$ cat src/rtl/ntt_ctrl_pkg.sv
// Shared types for the NTT sequencer: FSM states and transform direction.
package ntt_ctrl_pkg;

   typedef enum logic [1:0] {
      IDLE    = 2'd0,
      COMPUTE = 2'd1,
      SCALE   = 2'd2,
      DONE    = 2'd3
   } state_t;

   typedef enum logic {
      FWD = 1'b0,
      INV = 1'b1
   } mode_t;

endpackage

$ cat src/rtl/ntt_addr_gen.sv
// Combinational butterfly-pair and twiddle address generator for one NTT stage.
// In scale mode it walks adjacent coefficient pairs with no twiddle.
module ntt_addr_gen #(
   parameter int N          = 256,
   parameter int ADDR_WIDTH = $clog2(N)
) (
   input  logic [$clog2(N)-1:0]  stage,
   input  logic [ADDR_WIDTH-1:0] b,
   input  logic                  scale,
   output logic [ADDR_WIDTH-1:0] addr_a,
   output logic [ADDR_WIDTH-1:0] addr_b,
   output logic [ADDR_WIDTH-1:0] twiddle_addr
);

   localparam int LOGN = $clog2(N);

   logic [ADDR_WIDTH-1:0] half;
   logic [ADDR_WIDTH-1:0] group;
   logic [ADDR_WIDTH-1:0] pos;
   logic [ADDR_WIDTH-1:0] base;
   logic [LOGN-1:0]       tw_sh;

   // Split b into group/position for the stage span, then form the pair and twiddle index.
   always_comb begin
      half  = ADDR_WIDTH'(1) << stage;
      group = b >> stage;
      pos   = b & (half - ADDR_WIDTH'(1));
      base  = (group << stage) << 1;
      tw_sh = LOGN'(LOGN - 1) - stage;
      if (scale) begin
         addr_a       = b << 1;
         addr_b       = (b << 1) | ADDR_WIDTH'(1);
         twiddle_addr = '0;
      end else begin
         addr_a       = base + pos;
         addr_b       = base + pos + half;
         twiddle_addr = (ADDR_WIDTH'(1) << tw_sh) - ADDR_WIDTH'(1) + group;
      end
   end

endmodule

$ cat src/rtl/ntt_control_cfg.sv
// NTT pass sequencer: walks stages, butterfly pairs and per-pair phases, driving
// RAM/twiddle addresses and strobes. Inverse runs add a final N^-1 scale pass.
module ntt_control_cfg
   import ntt_ctrl_pkg::*;
#(
   parameter int N          = 256,
   parameter int ADDR_WIDTH = $clog2(N),
   parameter int PHASES     = 4
) (
   input  logic                  clk,
   input  logic                  rst_n,
   input  logic                  start,
   input  logic                  inverse,
   input  logic                  stall,
   input  logic                  abort,
   output logic                  busy,
   output logic                  done,
   output logic [ADDR_WIDTH-1:0] ram_addr_a,
   output logic [ADDR_WIDTH-1:0] ram_addr_b,
   output logic                  ram_re,
   output logic                  ram_we,
   output logic [ADDR_WIDTH-1:0] twiddle_addr,
   output logic                  butterfly_valid,
   output logic                  scale_en,
   output logic [$clog2(N)-1:0]  stage_o
);

   localparam int LOGN   = $clog2(N);
   localparam int HALF_N = N / 2;
   localparam int PW     = $clog2(PHASES);

   state_t                state_q, state_d;
   mode_t                 mode_q, mode_d;
   logic [ADDR_WIDTH-1:0] b_q, b_d;
   logic [PW-1:0]         p_q, p_d;
   logic [LOGN-1:0]       stage_q, stage_d;

   logic                  last_b, last_p, last_stage, in_run;
   logic [ADDR_WIDTH-1:0] gen_a, gen_b, gen_tw;

   assign last_b     = (b_q == ADDR_WIDTH'(HALF_N - 1));
   assign last_p     = (p_q == PW'(PHASES - 1));
   assign last_stage = (mode_q == INV) ? (stage_q == LOGN'(LOGN - 1)) : (stage_q == '0);
   assign in_run     = (state_q == COMPUTE) || (state_q == SCALE);

   ntt_addr_gen #(
      .N          (N),
      .ADDR_WIDTH (ADDR_WIDTH)
   ) u_addr_gen (
      .stage        (stage_q),
      .b            (b_q),
      .scale        (state_q == SCALE),
      .addr_a       (gen_a),
      .addr_b       (gen_b),
      .twiddle_addr (gen_tw)
   );

   // State and counter registers.
   always_ff @(posedge clk or negedge rst_n) begin
      if (!rst_n) begin
         state_q <= IDLE;
         mode_q  <= FWD;
         b_q     <= '0;
         p_q     <= '0;
         stage_q <= '0;
      end else begin
         state_q <= state_d;
         mode_q  <= mode_d;
         b_q     <= b_d;
         p_q     <= p_d;
         stage_q <= stage_d;
      end
   end

   // Next-state: abort wins over everything, stall freezes the whole walk.
   always_comb begin
      state_d = state_q;
      mode_d  = mode_q;
      b_d     = b_q;
      p_d     = p_q;
      stage_d = stage_q;
      if (abort) begin
         state_d = IDLE;
         b_d     = '0;
         p_d     = '0;
         stage_d = '0;
      end else begin
         case (state_q)
            IDLE: begin
               if (start) begin
                  mode_d  = inverse ? INV : FWD;
                  b_d     = '0;
                  p_d     = '0;
                  stage_d = inverse ? '0 : LOGN'(LOGN - 1);
                  state_d = COMPUTE;
               end
            end
            COMPUTE, SCALE: begin
               if (!stall) begin
                  if (!last_p) begin
                     p_d = p_q + PW'(1);
                  end else begin
                     p_d = '0;
                     if (!last_b) begin
                        b_d = b_q + ADDR_WIDTH'(1);
                     end else begin
                        b_d = '0;
                        if (state_q == SCALE) begin
                           state_d = DONE;
                        end else if (last_stage) begin
                           state_d = (mode_q == INV) ? SCALE : DONE;
                        end else if (mode_q == INV) begin
                           stage_d = stage_q + LOGN'(1);
                        end else begin
                           stage_d = stage_q - LOGN'(1);
                        end
                     end
                  end
               end
            end
            DONE: begin
               if (!start) state_d = IDLE;
            end
            default: state_d = IDLE;
         endcase
      end
   end

   // Outputs: addresses are only driven during a run so idle/reset reads back all zeros.
   always_comb begin
      busy            = in_run;
      done            = (state_q == DONE);
      ram_re          = in_run;
      ram_we          = in_run && last_p && !stall;
      butterfly_valid = (state_q == COMPUTE) && (p_q == PW'(PHASES - 2)) && !stall;
      scale_en        = (state_q == SCALE);
      stage_o         = stage_q;
      ram_addr_a      = in_run ? gen_a  : '0;
      ram_addr_b      = in_run ? gen_b  : '0;
      twiddle_addr    = in_run ? gen_tw : '0;
   end

endmodule

$ cat config.mk
export PLATFORM = sky130hd
export DESIGN_NAME = ntt_control_cfg
export DESIGN_NICKNAME = d
export VERILOG_FILES = /design/src/rtl/ntt_ctrl_pkg.sv /design/src/rtl/ntt_addr_gen.sv /design/src/rtl/ntt_control_cfg.sv
export SDC_FILE = /design/constraint.sdc
export NUM_CORES = 1
export LEC_CHECK = 0
export CAP_MARGIN = 25
export CORE_ASPECT_RATIO = 0.5
export CORE_MARGIN = 2
export CORE_UTILIZATION = 48
export CTS_BUF_LIST = sky130_fd_sc_hd__clkbuf_16
export CTS_CLUSTER_SIZE = 14
export DETAILED_ROUTE_END_ITERATION = 8
export HOLD_SLACK_MARGIN = 0.1
export PLACE_DENSITY_LB_ADDON = 0.1
export SKIP_LAST_GASP = 1
export SYNTH_ARGS = -nofsm -noshare
export SYNTH_HDL_FRONTEND = slang
export SYNTH_SLANG_ARGS = --single-unit
export TNS_END_PERCENT = 50
$ cat constraint.sdc
create_clock -name clk -period 6.4 [get_ports clk]
set_input_delay 1.28 -clock clk [delete_from_list [all_inputs] [get_ports clk]]
set_output_delay 1.28 -clock clk [all_outputs]
set_load 0.01 [all_outputs]
==> out/results.ini, run 1 <==
[die]
core_area_sq_mm=0.00667
num_rows=21
die-area_sq_mm=0.00763
ioPinCount=44
die_height_um=62.8
start_util_pct=49.7
die_x_um=122

[placed_design]
routabilityCongestion=0.922
portBuffers=43
dpl.hpwl_um=7460
place_inst=560

[clocking]
cts.sink_count=21
ctsHoldBuffers=0
cts_tree=done
root_buffer=clkbuf_16
cts_buffers=3
clockBufferDepth=2
clock_latency_ps=250
htree_levels=1
clk_pin_slew_worst_paths_ps=60

[logic_synthesis]
yosys-top-cells-area=dfrtp_1 16%, ha_1 15%, nand2_1 6.1%
synthArstFlopShare_pct=100
syn-instance-count=437
ys_types=65
syn-num-nets=487
synth_seq_cells=21
yosysTopAreaCell=dfrtp_1
syn_area_sq_mm=0.00332
synth_top_area_share_pct=15.8
synth_flop_cell=dfrtp_1
synth_edf_count=0
syn-mean-instance-area_sq_um=7.59
seq_area_frac_synth_pct=15.8
ys_warn_count=0

[detailed_routing]
drt-total-wl_um=9540
avgRoutedWirePerCell_um=16.9
drc=0
final_antenna_net_count=0
num_vias=3314
via_per_inst=5.86
drt_iter0_markers=173
dr.pass1.iters=4

[timing]
fin_worst_skew_ps=2.88
finalSetupViolCount=0
post-route-period-util_pct=96.1
tightestPinTransition_ps=683
fmax_mhz=163
fin_crit_ps=6150
finalHoldViolations=0
setup_tns_ps=0
drv_slew=0
rsz0062_at_grt=no
relSlewSlack_pct=54.5

[grt]
grt_use_total_pct=25.5
grt_max_degree=25
overflow=0
grt_pass1_wl_um=15700
grt_pass1_vias=3163
antenna_found_initial=0

[power]
finalPower_mw=1.56
clkPwrFrac_pct=8.5
seq_power_share_pct=13.8
p_leak_nw=1.77
power.density_mw_per_mm2=391
p_sw_uw=777
pwr-share-comb_pct=77.7
intPower_uw=781
ir_drop_uv=267
p_sw_share_pct=49.9

[min_path]
hold_path_class=register to register
hold_depth=2

[layout]
fillers=615
drive_above_1_share_pct=11.2
fin_cells=566
areaGrowthSynthToFinish_pct=20.1
final_cell_mix=54 x nand2_1, 44 x nor2_1, 43 x clkdlybuf4s50_1
fin_nets=525
layout_commonest_cell=nand2_1
n_antenna_cell=0
fin_util_pct=59.7

[critical_path]
cp.required_ps=5120
arrival_ps=4870
cp_max_fo=16
rr_worst_depth=8
worstSetupStartpointType=register
startpoint=stage_o[0]
rr_endpoint=stage_o[7]
reg2reg_setup_slack_ps=3220
endpoint=ram_addr_b[7]
r2r_start=state_q[1]
worstSetupPathType=register to output pin
endpoint_kind=output pin

[run_status]
run_status=completed

[flow_run]
cap_violations=0

[area by class of cell]
type                    instances  area, sq um  share of cell area (%)
clock buffers                   3         75.1                    1.88
clock inverters                 1         5.00                   0.126
inverters                      35          131                    3.30
multi-input cells             360         2590                    65.1
flip-flops and latches         21          529                    13.3
well taps                      92          115                    2.89
repair buffers                 54          533                    13.4
[logic make-up after synthesis]
| kind of cell | Yosys count | share of synthesized area (%) |
|---|---|---|
| buf+inv | 56 | 7.20 |
| fa+ha+maj | 44 | 17.5 |
| xor+xnor | 23 | 6.49 |
| compound gates | 105 | 21.9 |
| other cells | 1 | 0.113 |
| flops | 21 | 15.8 |
| mux | 16 | 6.33 |
| simple gates | 171 | 24.7 |
[metrics by stage]
stage          worst slack, ps  hold WS (ps)  cell area [sq um]
3_3_place_gp               285           497               3820
3_5_place_dp               202           511               3820
2_1_floorplan             1080           479               3320
6_report                   250           560               3980
5_1_grt                  0.309           597               3980
4_1_cts                   51.4           557               3910
[metal layers]
metal / GRT usage [%] / up-vias / wire length (um)
li1: - / 1613 / -
met1: 39.4 / 1571 / 4680
met2: 40.0 / 124 / 4150
met3: 1.82 / 6 / 662
met4: 3.16 / 0 / 44
met5: 0 / - / 0
[worst max-delay path, stage by stage (launching register included)]
cell,delay [ps]
dfrtp_2,540
mux2_2,410
mux4_2,450
nand2_1,140
mux2_2,220
nor2_2,60
fa_1,470
a21o_1,180
a21oi_1,210
xnor2_1,180
ha_1,310
nor3_1,200
nor2_1,80
o41ai_2,70
xnor2_1,190
xnor3_1,240
o21ba_2,200
clkdlybuf4s50_1,480
[worst min-delay path by stage]
| stage | to | start | slack (ps) |
|---|---|---|---|
| 6_report | p_q[1] | p_q[1] | 560 |
| 5_1_grt | p_q[1] | p_q[1] | 600 |
| 4_1_cts | p_q[1] | p_q[1] | 560 |
| 3_5_place_dp | p_q[1] | p_q[1] | 510 |
| 3_3_place_gp | p_q[1] | p_q[1] | 500 |
| 2_1_floorplan | p_q[1] | p_q[1] | 480 |
[power by group through the flow]
stage / registers, mW / clock network [mW] / logic [mW]
after floorplan: 0.195 / 0 / 0.820
after global placement: 0.211 / 0 / 1.15
after detailed placement: 0.213 / 0 / 1.18
after CTS: 0.211 / 0.133 / 1.19
after global routing: 0.221 / 0.140 / 1.33
final: 0.215 / 0.132 / 1.21
[cells in the mapped netlist, types with 8 or more instances]
cell type	count
a21o_1	8
a21oi_1	34
clkbuf_1	9
dfrtp_1	21
ha_1	40
inv_1	35
mux2_2	10
nand2_1	54
nand3_1	14
nor2_1	45
nor2b_1	8
nor3_1	14
o21ai_0	16
o31ai_1	8
xnor2_1	15
[repair_timing]
action,CTS,global route
pin swaps,0,2
buffers inserted,0,1
cloned,0,0
endpoints found under the setup margin,1,2
resized for setup,1,13
[sequential cells by signal, indices dropped and copies added (netlist names)]
signal and cells:
b_q 8, stage_o 8, p_q 2, state_q 2
mode_q 1
Note: power is estimated with default switching activity, not from simulation.
==> run 2, diff against run 1 <==
--- a/config.mk
+++ b/config.mk
@@ -8,10 +8,11 @@
 export CAP_MARGIN = 25
 export CORE_ASPECT_RATIO = 0.5
 export CORE_MARGIN = 2
-export CORE_UTILIZATION = 48
+export CORE_UTILIZATION = 57
 export CTS_BUF_LIST = sky130_fd_sc_hd__clkbuf_16
 export CTS_CLUSTER_SIZE = 14
 export DETAILED_ROUTE_END_ITERATION = 8
+export GPL_ROUTABILITY_DRIVEN = 0
 export HOLD_SLACK_MARGIN = 0.1
 export PLACE_DENSITY_LB_ADDON = 0.1
 export SKIP_LAST_GASP = 1
==> run 2 against run 1 <==
Compared with the run above: first-iteration DRC count grew 25%; combinational power about the same; sequential cell count stayed put; final cell count decreased by 4.1%; clock skew down 1.9 ps; critical path type unchanged; critical endpoint unchanged; largest cell class unchanged.
==> out/results.ini, run 2 (same netlist as run 1, synthesis figures left out) <==
[layout]
areaGrowthSynthToFinish_pct=17.6
drive_above_1_share_pct=10.4  ; -0.76 points
fillers=447  ; -27%
seqCellArea_sq_um=531  ; +0.24%
layout_commonest_cell=nand2_1
final_cell_mix=54 x nand2_1, 44 x nor2_1, 43 x clkdlybuf4s50_1
fin_nets=521  ; -0.76%
fin_cells=543  ; -4.1%
n_antenna_cell=0  ; unchanged
multi_input_area_sq_mm=0.00258  ; -0.39%

[clocking]
ctsHoldBuffers=0  ; unchanged
cts_tree=done
htree_levels=1  ; unchanged
clockBufferDepth=2  ; unchanged
ctsResizeCount=0  ; -1
root_buffer=clkbuf_16
cts.sink_count=21  ; unchanged
clk_pin_slew_worst_paths_ps=60  ; about the same
clock_latency_ps=250  ; about the same
cts_buffers=3  ; unchanged
cts_setup_buffers=0  ; unchanged

[die]
die-area_sq_mm=0.00648  ; -15%
die_x_um=112  ; -8.0%
num_rows=19  ; -9.5%
core_area_sq_mm=0.00554  ; -17%
ioPinCount=44  ; unchanged
die_height_um=58.0  ; -7.7%
start_util_pct=59.9  ; +10 points

[detailed_routing]
dr.pass1.iters=5  ; +1
avgRoutedWirePerCell_um=16.7  ; -0.78%
num_vias=3333  ; +0.57%
via_per_inst=6.14  ; +4.8%
drt-total-wl_um=9080  ; -4.8%
drc=0  ; unchanged
drt_iter0_markers=217  ; +25%
final_antenna_net_count=0  ; unchanged

[critical_path]
r2r_start=state_q[0]
worstSetupPathType=register to output pin
cp.required_ps=5120  ; about the same
path_cells=mux4_2, mux2_2, nand2_1, mux2_2, nor2_2, fa_1, a21o_1, a21oi_1, xnor2_1, ha_1, nor3_1, nor2_1, o41ai_2, xnor2_1, xnor3_1, o21ba_2, clkdlybuf4s50_1
crit_slowest_cell=mux4_2
rr_endpoint=stage_o[7]
cp_max_fo=14  ; -2
endpoint_kind=output pin
slowest_delay_ps=570  ; +30 ps
reg2reg_setup_slack_ps=3380  ; +160 ps
arrival_ps=4960  ; +90 ps
endpoint=ram_addr_b[7]
startpoint=stage_o[0]
worstSetupStartpointType=register
rr_worst_depth=8  ; unchanged

[min_path]
worstHoldStart=p_q[1]
hold_path_class=register to register

[grt]
overflow=0  ; unchanged
grt_max_degree=22  ; -12%
grt_util_met3_pct=3.24  ; +1.4 points
grt_use_total_pct=28.5  ; +3.0 points
grt_pass1_vias=3212  ; +1.5%
antenna_found_initial=0  ; unchanged
grt_use_met2_pct=48.2  ; +8.2 points
met1_usage_pct=40.1  ; +0.75 points
top_usage_layer=met2
grt_pass1_wl_um=15200  ; -3.6%

[power]
p_leak_nw=1.73  ; -2.0%
ir_drop_uv=352  ; +31%
power.density_mw_per_mm2=394  ; +0.65%

[placed_design]
place_inst=539  ; -3.8%
portBuffers=43  ; unchanged
dpl.hpwl_um=7100  ; -4.9%

[timing]
fin_worst_skew_ps=0.982  ; -1.89 ps
tightestPinTransition_ps=928  ; +245 ps
setup_tns_ps=0  ; unchanged
finalHoldViolations=0  ; unchanged
fmax_mhz=160  ; -1.4%
finalSetupViolCount=0  ; unchanged
relSlewSlack_pct=37.9  ; -17 points
fin_crit_ps=6240  ; +90.3 ps
post-route-period-util_pct=97.5  ; +1.4 points
drv_slew=0  ; unchanged

[flow_run]
cap_violations=0  ; unchanged

[run_status]
run_status=completed

[run 2: cell types whose count changed in the layout (fill, tap and decap cells not counted), sizes merged]
cell,previous run,this run
buf,11,7
[run 2: where the power goes]
part,switching [mW],internal (mW)
clock network,0.0479,0.0839
registers,0.0597,0.160
logic,0.656,0.528
[run 2: per-stage QoR]
stage	instance area [sq um]	util, %	worst slack [ps]	hold WS [ps]	power, mW
4_1_cts	3860	69.8	4.44	537	1.51
3_5_place_dp	3780	68.3	303	526	1.38
2_1_floorplan	3320	-	1080	479	1.01
3_3_place_gp	3780	68.3	436	500	1.34
5_1_grt	3900	70.4	-48.4	562	1.67
6_report	3900	70.4	160	534	1.54
[run 2: how the worst min path moves through the flow]
| stage | cells past startpoint | end | slack, ps |
|---|---|---|---|
| after global placement | 2 | p_q[1] | 500 |
| after global routing | 2 | p_q[1] | 560 |
| after detailed placement | 2 | p_q[1] | 530 |
| final | 2 | p_q[1] | 530 |
| after floorplan | 2 | p_q[1] | 480 |
| after CTS | 2 | p_q[1] | 540 |
[run 2: critical path, delay by kind of cell (launching register included)]
kind	cells	cell delay, ps
muxes	3	1090
adders and majority gates	2	770
AOI/OAI and AO/OA	4	670
xor gates and xnor gates	3	610
and+or+nand+nor	4	560
DFF	1	520
buffers and inverters	1	480
[run 2: layout make-up]
type                    count  area share [%]
clock inverters             1           0.128
clock buffers               3            1.92
well taps                  73            2.34
inverters                  35            3.37
repair buffers             50            12.4
flip-flops and latches     21            13.6
multi-input cells         360            66.3
[run 2: metal layers]
metal  vias up  share of wire, %
met3        11               7.2
met5         -                 0
met2       141                45
li1       1611                 -
met4         0              0.99
met1      1570                46
